**src/rtl/div_ratio_ctrl_pkg.sv**
```systemverilog
// Shared definitions for the runtime-programmable clock-divide controller:
// controller states and the divide-ratio legality check.
package div_ratio_ctrl_pkg;

  typedef enum logic [1:0] {
    DIV_IDLE = 2'd0,
    DIV_RUN  = 2'd1,
    DIV_PEND = 2'd2
  } div_state_e;

  // A ratio is legal when it is nonzero and fits in 'width' bits.
  function automatic logic ratio_is_legal(input longint unsigned ratio,
                                          input int unsigned      width);
    longint unsigned max_ratio;
    max_ratio = (64'd1 << width) - 64'd1;
    return (ratio != 64'd0) && (ratio <= max_ratio);
  endfunction

endpackage

```
**src/rtl/div_ratio_ctrl_phase_cnt.sv**
```systemverilog
// Period counter for the divider: counts 0..cur_div-1, flags the last
// cycle of each period (wrap) and registers the divided waveform, which
// goes high for the final ceil(N/2) counts and lags the counter by a cycle.
module div_phase_cnt #(
  parameter int WIDTH = 8
) (
  input  logic             clk_in,
  input  logic             rst_n,
  input  logic             en,
  input  logic             ld,
  input  logic [WIDTH-1:0] cur_div,
  output logic             wrap,
  output logic             div_out
);

  localparam logic [WIDTH-1:0] ONE = WIDTH'(1);

  logic [WIDTH-1:0] cnt_q, cnt_d;
  logic             div_out_q, div_out_d;

  // cur_div is never zero, so cur_div-1 cannot underflow.
  assign wrap    = (cnt_q == (cur_div - ONE));
  assign div_out = div_out_q;

  // Next count and phase: cleared while halted, restarted on wrap or a ratio load.
  always_comb begin
    cnt_d     = cnt_q;
    div_out_d = div_out_q;
    if (!en) begin
      cnt_d     = '0;
      div_out_d = 1'b0;
    end else begin
      div_out_d = (cnt_q >= (cur_div >> 1));
      cnt_d     = (wrap || ld) ? '0 : (cnt_q + ONE);
    end
  end

  // Counter and phase registers with synchronous active-low reset.
  always_ff @(posedge clk_in) begin
    if (!rst_n) begin
      cnt_q     <= '0;
      div_out_q <= 1'b0;
    end else begin
      cnt_q     <= cnt_d;
      div_out_q <= div_out_d;
    end
  end

endmodule

```
**src/rtl/div_ratio_ctrl.sv**
```systemverilog
// Runtime-programmable clock-divide controller. New ratios arrive over a
// valid/ready port and are applied only at a period boundary; a ratio that
// arrives mid-period is parked in a one-entry pending register (PEND state).
module div_ratio_ctrl
  import div_ratio_ctrl_pkg::*;
#(
  parameter int WIDTH       = 8,
  parameter int DEFAULT_DIV = 5
) (
  input  logic             clk_in,
  input  logic             rst_n,
  input  logic             run,
  input  logic             cfg_valid,
  output logic             cfg_ready,
  input  logic [WIDTH-1:0] cfg_div,
  output logic             cfg_err,
  output logic             div_out,
  output logic             tick,
  output logic [WIDTH-1:0] cur_div
);

  div_state_e       state_q, state_d;
  logic [WIDTH-1:0] cur_div_q, cur_div_d;
  logic [WIDTH-1:0] pend_q, pend_d;
  logic             cfg_err_q, cfg_err_d;
  logic             wrap;
  logic             cnt_en;
  logic             cnt_ld;
  logic             xfer;
  logic             cfg_ok;

  // The pending slot is full exactly when the FSM sits in PEND.
  assign cfg_ready = (state_q != DIV_PEND);
  assign xfer      = cfg_valid && cfg_ready;
  assign cfg_ok    = ratio_is_legal(64'(cfg_div), WIDTH);
  assign cnt_en    = (state_q != DIV_IDLE) && run;
  assign tick      = (state_q != DIV_IDLE) && wrap;
  assign cur_div   = cur_div_q;
  assign cfg_err   = cfg_err_q;

  div_phase_cnt #(.WIDTH(WIDTH)) u_phase_cnt (
    .clk_in  (clk_in),
    .rst_n   (rst_n),
    .en      (cnt_en),
    .ld      (cnt_ld),
    .cur_div (cur_div_q),
    .wrap    (wrap),
    .div_out (div_out)
  );

  // Next-state, ratio update and handshake; halting outranks a wrap.
  always_comb begin
    state_d   = state_q;
    cur_div_d = cur_div_q;
    pend_d    = pend_q;
    cfg_err_d = xfer && !cfg_ok;
    cnt_ld    = 1'b0;
    case (state_q)
      DIV_IDLE: begin
        if (xfer && cfg_ok) cur_div_d = cfg_div;
        if (run) state_d = DIV_RUN;
      end
      DIV_RUN: begin
        if (!run) begin
          if (xfer && cfg_ok) cur_div_d = cfg_div;
          state_d = DIV_IDLE;
        end else if (wrap) begin
          if (xfer && cfg_ok) begin
            cur_div_d = cfg_div;
            cnt_ld    = 1'b1;
          end
        end else if (xfer && cfg_ok) begin
          pend_d  = cfg_div;
          state_d = DIV_PEND;
        end
      end
      DIV_PEND: begin
        if (!run) begin
          cur_div_d = pend_q;
          state_d   = DIV_IDLE;
        end else if (wrap) begin
          cur_div_d = pend_q;
          cnt_ld    = 1'b1;
          state_d   = DIV_RUN;
        end
      end
      default: state_d = DIV_IDLE;
    endcase
  end

  // Controller registers with synchronous active-low reset.
  always_ff @(posedge clk_in) begin
    if (!rst_n) begin
      state_q   <= DIV_IDLE;
      cur_div_q <= WIDTH'(DEFAULT_DIV);
      pend_q    <= '0;
      cfg_err_q <= 1'b0;
    end else begin
      state_q   <= state_d;
      cur_div_q <= cur_div_d;
      pend_q    <= pend_d;
      cfg_err_q <= cfg_err_d;
    end
  end

endmodule

```
**config.mk**
```make
export PLATFORM = sky130hd
export DESIGN_NAME = div_ratio_ctrl
export DESIGN_NICKNAME = d
export VERILOG_FILES = /design/src/rtl/div_ratio_ctrl_pkg.sv /design/src/rtl/div_ratio_ctrl_phase_cnt.sv /design/src/rtl/div_ratio_ctrl.sv
export SDC_FILE = /design/constraint.sdc
export NUM_CORES = 1
export LEC_CHECK = 0
export BUFFER_PORTS_ARGS = -buffer_cell sky130_fd_sc_hd__buf_4
export CAP_MARGIN = 10
export CORE_MARGIN = 2
export CORE_UTILIZATION = 61
export DETAILED_ROUTE_END_ITERATION = 12
export PLACE_DENSITY = 0.84
export RECOVER_POWER = 50
export SYNTH_ARGS = -nofsm -noshare
export SYNTH_HDL_FRONTEND = slang
export SYNTH_SLANG_ARGS = --single-unit
```
**constraint.sdc**
```tcl
create_clock -name clk_in -period 7.2 [get_ports clk_in]
set_clock_uncertainty 0.1 [all_clocks]
set_input_delay 1.44 -clock clk_in [delete_from_list [all_inputs] [get_ports clk_in]]
set_output_delay 1.44 -clock clk_in [all_outputs]
set_load 0.01 [all_outputs]
```
## Word-level counts from Yosys, hierarchy flattened

Index checks and enable logic that the tools add are counted.

- Add/subtract/negate cells: 2
- $lt $le $gt $ge: 1
- Eq/ne operators: 9
- Muxes and demuxes: 19
- Bitwise gates (word level): 3
- Reductions and logical operators: 16

Operator list:

| kind | count |
|---|---|
| 8-bit two-way mux | 5 |
| 8-bit case mux with 3 select lines | 1 |
| 2-bit two-way mux | 6 |
| 8-bit by 1-bit adder with 8-bit output (second input constant) | 1 |
| 8-bit equality test | 1 |
| 8-bit by 7-bit >= comparator with 1-bit output | 1 |
| 4-bit AND reduction | 2 |
| 8-bit nonzero test | 1 |
| 8-bit by 1-bit subtractor with 8-bit output (second input constant) | 1 |
| 3-bit by 2-bit != test with 1-bit output (second input constant) | 2 |
| 3-bit != test (second input constant) | 2 |
| 2-bit case mux with 3 select lines | 1 |
| 1-bit logical AND | 5 |
| 1-bit two-way mux | 5 |
| 2-bit != test (second input constant) | 2 |
| 1-bit NOT | 3 |
| 3-bit AND reduction | 1 |
| 3-bit nonzero test | 1 |
| 3-bit OR reduction | 1 |
| 2-bit by 1-bit equality test with 1-bit output (second input constant) | 1 |
| 2-bit equality test (second input constant) | 1 |
| 2-bit logical NOT | 1 |
| 1-bit case mux with 2 select lines | 1 |
| 2-bit AND reduction | 1 |
| 3 further kinds | 3 |

- Register bits: 28
- Bits of input ports: 12
- Logic and storage cells: 56

## Longest topological paths before layout

Gate-level depths: netlist (run 1).

- Word-level depth: 9
- Mapped depth: 11
- Depth with buffers taken out: 9

## By module

A second synthesis (run 1) with hierarchy kept.

- Cell total of the unflattened synthesis: 195
- Area total of the unflattened synthesis: 1805.5 µm²

Modules (own cells, without submodules):

| module | instances | cells each | area an instance (µm²) | seq. area each (µm²) |
|---|---|---|---|---|
| div_ratio_ctrl | 1 | 108 | 1042.2 | 380.4 |
| div_phase_cnt | 1 | 87 | 763.2 | 180.2 |

## Worst setup path before layout (run 1)

OpenSTA, ideal clock, no wires.

- Kind: reg-to-output
- From: reg cur_div_q[0], in the netlist cur_div[0]
- To: out tick
- Arrival time: 2052 ps
- Data required time: 5660 ps
- Setup slack: 3608 ps
- Cell stages (with the launch flop): 9
- Cells stage by stage: dfxtp_1 > inv_1 > ha_1 > buf_6 > o21ba_1 > a221o_1 > a2111oi_4 > nand3_2 > nor2_1

- Word-level cells in the longest chain between the ends: 3

RTL lines:

| item | line | text |
|---|---|---|
| start: declaration | div_ratio_ctrl.sv:23 | `logic [WIDTH-1:0] cur_div_q, cur_div_d;` |
| start signal: assignment | div_ratio_ctrl.sv:95 | `cur_div_q <= WIDTH'(DEFAULT_DIV);` |
| start signal: assignment | div_ratio_ctrl.sv:100 | `cur_div_q <= cur_div_d;` |
| 8-bit by 1-bit subtractor with 8-bit output | div_ratio_ctrl_phase_cnt.sv:22 | `assign wrap = (cnt_q == (cur_div - ONE));` |
| 8-bit equality test | div_ratio_ctrl_phase_cnt.sv:22 |  |
| 1-bit logical AND | div_ratio_ctrl.sv:37 | `assign tick = (state_q != DIV_IDLE) && wrap;` |
| end: declaration | div_ratio_ctrl.sv:18 | `output logic tick,` |

Every way passes these cells.

## Worst setup path after layout (run 1)

Same ends and word-level chain as after synthesis.

==> impl_metrics.py, run 1 <==
metrics = {
    "critical_path": {
        "r2r-end": "cur_div[1]",
        "r2r_cells": 9,
        "cp-end-kind": "output port",
        "start_kind": "register",
        "regToRegSetupSlack_ps": 3570,
        "crit_required_ps": 5660,
        "path_class": "reg -> out",
        "timing.rr.start": "cur_div[0]",
        "path_max_fanout": 9,
        "crit_path_start": "cur_div[0]",
        "crit_arrival_ps": 3100,
    },
    "hold_path": {
        "hold_depth": 2,
        "worstHoldPathType": "reg -> reg",
        "whs_endpoint": "pend_q[7]",
        "worstHoldStart": "pend_q[7]",
    },
    "die": {
        "start_util_pct": 63.3,
        "die_h_um": 57.3,
        "ios": 24,
        "die_w_um": 57.3,
        "core_um2": 2730,
        "fp-row-count": 19,
        "floorplan.die_area_um2": 3280,
    },
    "placed_design": {
        "gp_congestion": 0.873,
        "portBuffers": 23,
        "dp_hpwl_mm": 2.85,
        "dp.cells": 242,
    },
    "logic_synthesis": {
        "synth.yosys.seq_area_share_pct": 32.4,
        "synth_most_common_cell": "dfxtp_1",
        "syn_nets": 222,
        "yosys-top-cells-count": "28 x dfxtp_1, 22 x nor2_1, 13 x ha_1, 13 x inv_1",
        "synth_flop_cell": "dfxtp_1",
        "syn_inst": 197,
        "synth_top_cell_area_share_pct": 32.4,
        "yosysUniqueCellTypes": 43,
        "syn_area_per_cell_um2": 8.78,
        "yosysTopAreaCell": "dfxtp_1",
        "synth_async_sr_flop_share_pct": 0,
        "synth.area.top_cells": "dfxtp_1 32%, ha_1 9.4%, mux2i_1 6.4%, a211oi_1 5.2%, nor2_1 4.8%",
        "yosys_warnings": 0,
        "synth_area_um2": 1730,
        "synth_seq_cells": 28,
        "synth-edff-count": 0,
    },
    "clock_network": {
        "post_cts_buffers": 0,
        "clk_pin_slew_worst_paths_ps": 140,
        "cts.path.max_buffers": 2,
        "cts_made_buffers": 3,
        "cts_max_level": 1,
        "cts_resized": 0,
        "clk_latency_ps": 330,
        "cts_tree": "done",
        "hold_buffers": 0,
        "cts_root_buffer": "clkbuf_4",
        "clock_sinks": 28,
    },
    "detailed_routing": {
        "routed_wl_mm": 3.72,
        "wire_per_inst_um": 15.1,
        "drt_pre_antenna_iters": 4,
        "ant_nets": 0,
        "via_count": 1453,
        "viasPerCell": 5.91,
        "drt_iter0_markers": 71,
        "post-route-drc-count": 0,
    },
    "pwr": {
        "leakagePower_nw": 0.818,
        "ir_drop_uv": 151,
        "powerDensity_nw_per_um2": 191,
        "p_total_mw": 0.355,
    },
    "global_routing": {
        "grt_pass1_vias": 1387,
        "grt_max_degree": 20,
        "overflow": 0,
        "grt_pass1_wl_mm": 6.31,
        "grt_usage_pct": 24.6,
        "grt_antenna_before_repair": 0,
    },
    "sta": {
        "period_share_pct": 64.5,
        "max_freq_ghz": 0.215,
        "hold_viol": 0,
        "worst_slew_pin_slew_ps": 801,
        "tns_ps": 0,
        "slew_viol_final": 0,
        "period_minus_slack_ps": 4640,
        "finalSetupViolCount": 0,
        "rsz0062_at_grt": "no",
        "relSlewSlack_pct": 45.2,
    },
    "flow_run": {
        "max_cap_violations": 0,
    },
    "final_layout": {
        "final_util_pct": 67.7,
        "area_delta_synth_final_pct": 7.01,
        "antenna_cells": 0,
        "final_cells": 246,
        "nFillCells": 264,
        "final_nets": 241,
        "drive_above_1_share_pct": 11.2,
    },
    "outcome": {
        "outcome": "complete, no violations",
    },
}
==> where the power goes <==
group / internal, mW / total [mW] / switching [mW]
Sequential: 0.165 / 0.179 / 0.0140
Clock: 0.0310 / 0.0773 / 0.0463
Combinational: 0.0424 / 0.0981 / 0.0558
Total: 0.238 / 0.355 / 0.116
==> critical path, cell delays in order (launching register included) <==
cell	delay, ps
dfxtp_1	470
inv_1	80
ha_1	320
o21ba_1	210
a221o_1	340
a2111oi_0	710
nand3_1	340
nor2_1	170
buf_4	140
==> per-stage QoR <==
step	hold WS [ps]	cell area [µm²]	worst slack, ps
2_1_floorplan	362	1730	3610
3_3_place_gp	374	1880	3530
3_5_place_dp	388	1880	3450
4_1_cts	422	1920	3050
5_1_grt	444	1850	2400
6_report	415	1850	2560
==> area by class of cell <==
| cell class | count | area (µm²) | area share, % |
|---|---|---|---|
| Sequential cell | 28 | 561 | 30.3 |
| Clock buffer | 4 | 36.3 | 1.96 |
| Multi-Input combinational cell | 146 | 1030 | 55.7 |
| Timing Repair Buffer | 23 | 131 | 7.09 |
| Inverter | 14 | 52.6 | 2.84 |
| Tap cell | 31 | 38.8 | 2.09 |
==> kinds of logic after synthesis <==
group / after synthesis / share of synthesized area (%)
AOI/OAI and AO/OA: 37 / 17.1
xor gates and xnor gates: 16 / 8.10
adders and majority gates: 13 / 9.40
DFF: 28 / 32.4
buffers and inverters: 23 / 6.58
muxes: 11 / 6.36
and+or+nand+nor: 69 / 20.0
==> registers in the layout, indices dropped and copies added (netlist names) <==
signal               cells
cur_div                  8
pend_q                   8
u_phase_cnt.cnt_q        8
state_q                  2
cfg_err                  1
u_phase_cnt.div_out      1
==> cell usage in the layout, fill, tap and decap left out, drive strengths merged, types with 4 or more instances in the layout <==
master and count:
dfxtp 28, clkbuf 15, nor2b 7, xor2 9, inv 13, xnor2 7, nand2 12, mux2i 11
a211oi 12, nand3 6, buf 12, nor3 4, nand4 4, a21oi 6, and3 5, ha 13
nor2 22
==> routing by layer <==
metal	GRT usage, %	wire [µm]
met5	0	0
met4	8.64	91
met3	6.12	129
met2	43.2	1870
met1	29.1	1630
==> worst max path at each step <==
stage,to,cells after the start
3_3_place_gp,tick,8
5_1_grt,tick,8
6_report,tick,8
2_1_floorplan,tick,8
3_5_place_dp,tick,8
4_1_cts,tick,8
(Power assumes the default switching activity.)
==> run 2, diff against run 1 <==
Settings changed: CORE_UTILIZATION 61 to 57, PLACE_DENSITY 0.84 to 0.79.
Clock period 7.2 ns to 4.45 ns, I/O delays scaled along.
==> run 2 against run 1 <==
Effect of this change:
- sequential power grew 62%
- routed wire length decreased by 6.3%
- critical endpoint unchanged
- utilization fell by 1.5 points
- clock power increased by 60%
- highest routed layer unchanged
- worst hold slack improved by 1.0 ps
- global-route usage shrank 3.2 points
==> impl_metrics.py, run 2 (synthesis results as in run 1) <==
metrics = {
    "detailed_routing": {
        "routed_wl_mm": 3.48,
        "drt_pre_antenna_iters": 5,
        "post-route-drc-count": 0,
        "viasPerCell": 5.74,
        "ant_nets": 0,
        "via_count": 1418,
        "wire_per_inst_um": 14.1,
        "drt_iter0_markers": 34,
    },
    "final_layout": {
        "nFillCells": 245,
        "area_delta_synth_final_pct": 8.32,
        "final_cells": 247,
        "final_common_cell": "dfxtp_1",
        "antenna_cells": 0,
        "final_cell_mix": "28 x dfxtp_1, 22 x nor2_1, 13 x inv_1, 13 x ha_1",
        "drive_above_1_share_pct": 11.6,
        "final_util_pct": 66.3,
        "final_nets": 242,
    },
    "clock_network": {
        "hold_buffers": 0,
        "clk_latency_ps": 320,
        "cts_tree": "done",
        "cts_resized": 0,
        "cts_root_buffer": "clkbuf_4",
        "clk_pin_slew_worst_paths_ps": 140,
        "cts_made_buffers": 3,
        "post_cts_buffers": 0,
        "cts.path.max_buffers": 2,
        "clock_sinks": 28,
        "cts_max_level": 1,
    },
    "pwr": {
        "powerDensity_nw_per_um2": 307,
        "ir_drop_uv": 212,
        "leakagePower_nw": 0.821,
    },
    "hold_path": {
        "hold_depth": 2,
        "worstHoldStart": "pend_q[2]",
        "worstHoldPathType": "reg -> reg",
    },
    "placed_design": {
        "gp_congestion": 0.855,
        "portBuffers": 23,
        "dp_hpwl_mm": 2.74,
        "dp.cells": 243,
    },
    "sta": {
        "worst_slew_pin_slew_ps": 784,
        "finalSetupViolCount": 0,
        "hold_viol": 0,
        "slew_viol_final": 0,
        "period_share_pct": 82.4,
        "tns_ps": 0,
        "period_minus_slack_ps": 3670,
        "max_freq_ghz": 0.273,
        "relSlewSlack_pct": 47.7,
        "rsz0062_at_grt": "no",
    },
    "global_routing": {
        "grt_pass1_vias": 1311,
        "grt_usage_pct": 21.4,
        "overflow": 0,
        "grt_antenna_before_repair": 0,
        "grt_pass1_wl_mm": 5.84,
        "grt_max_degree": 20,
    },
    "critical_path": {
        "regToRegSetupSlack_ps": 1280,
        "path_max_fanout": 9,
        "timing.rr.start": "cur_div[0]",
        "path_class": "reg -> out",
        "start_kind": "register",
        "cp_slowest_cell": "dfxtp_1",
        "path_buf_inv": 2,
        "cp.depth": 8,
        "cp-end-kind": "output port",
        "crit_arrival_ps": 2680,
        "crit_chain": "inv_1 > ha_1 > o21ba_1 > a221o_1 > a2111oi_4 > nand3_1 > nor2_1 > buf_4",
        "crit_path_start": "cur_div[0]",
        "critPathMaxStageDelay_ps": 480,
        "r2r_cells": 9,
        "path_delay_family": "compound AO/OA/AOI/OAI gates",
        "crit_required_ps": 3460,
    },
    "flow_run": {
        "max_cap_violations": 0,
    },
    "die": {
        "ios": 24,
        "die_w_um": 59.1,
        "core_um2": 2830,
        "die_h_um": 59.1,
        "floorplan.die_area_um2": 3490,
        "start_util_pct": 61.2,
        "fp-row-count": 19,
    },
    "outcome": {
        "outcome": "complete, no violations",
    },
}
run 2: final timing paths:
check / to
setup / recovery: tick
hold / removal: pend_q[2]
setup reg to reg: cur_div[4]
hold reg to reg: pend_q[2]
run 2: tightest hold or removal path, cell delays in order, from the launching register on:
cell and delay, ps:
dfxtp_1 360, mux2i_1 70, nor2_1 70
run 2: area by class of cell:
| class | count | area, µm² | share of cell area, % |
|---|---|---|---|
| well taps | 31 | 38.8 | 2.07 |
| inverters | 14 | 52.6 | 2.80 |
| repair buffers | 24 | 135 | 7.21 |
| multi-input cells | 146 | 1050 | 56.1 |
| clock buffers | 4 | 36.3 | 1.94 |
| flip-flops and latches | 28 | 561 | 29.9 |
run 2: layer usage:
| metal | GRT usage (%) | share of wire [%] | vias to the layer above |
|---|---|---|---|
| met5 | 0 | 0 | - |
| met4 | 7.14 | 1.0 | 0 |
| met3 | 2.40 | 2.1 | 6 |
| met2 | 36.8 | 50 | 21 |
| met1 | 27.8 | 47 | 654 |
| li1 | - | - | 737 |
run 2: power breakdown:
| part | switching [mW] | internal, mW |
|---|---|---|
| Clock | 0.0739 | 0.0500 |
| Combinational | 0.0904 | 0.0707 |
| Sequential | 0.0232 | 0.267 |
run 2: per-stage QoR:
stage	cell area, µm²	hold WS (ps)	setup WS (ps)	power (mW)
after floorplan	1730	362	1410	0.417
after global placement	1890	377	1330	0.460
after detailed placement	1890	389	1240	0.466
after CTS	1920	423	854	0.588
after global routing	1870	452	653	0.609
final	1870	416	781	0.575
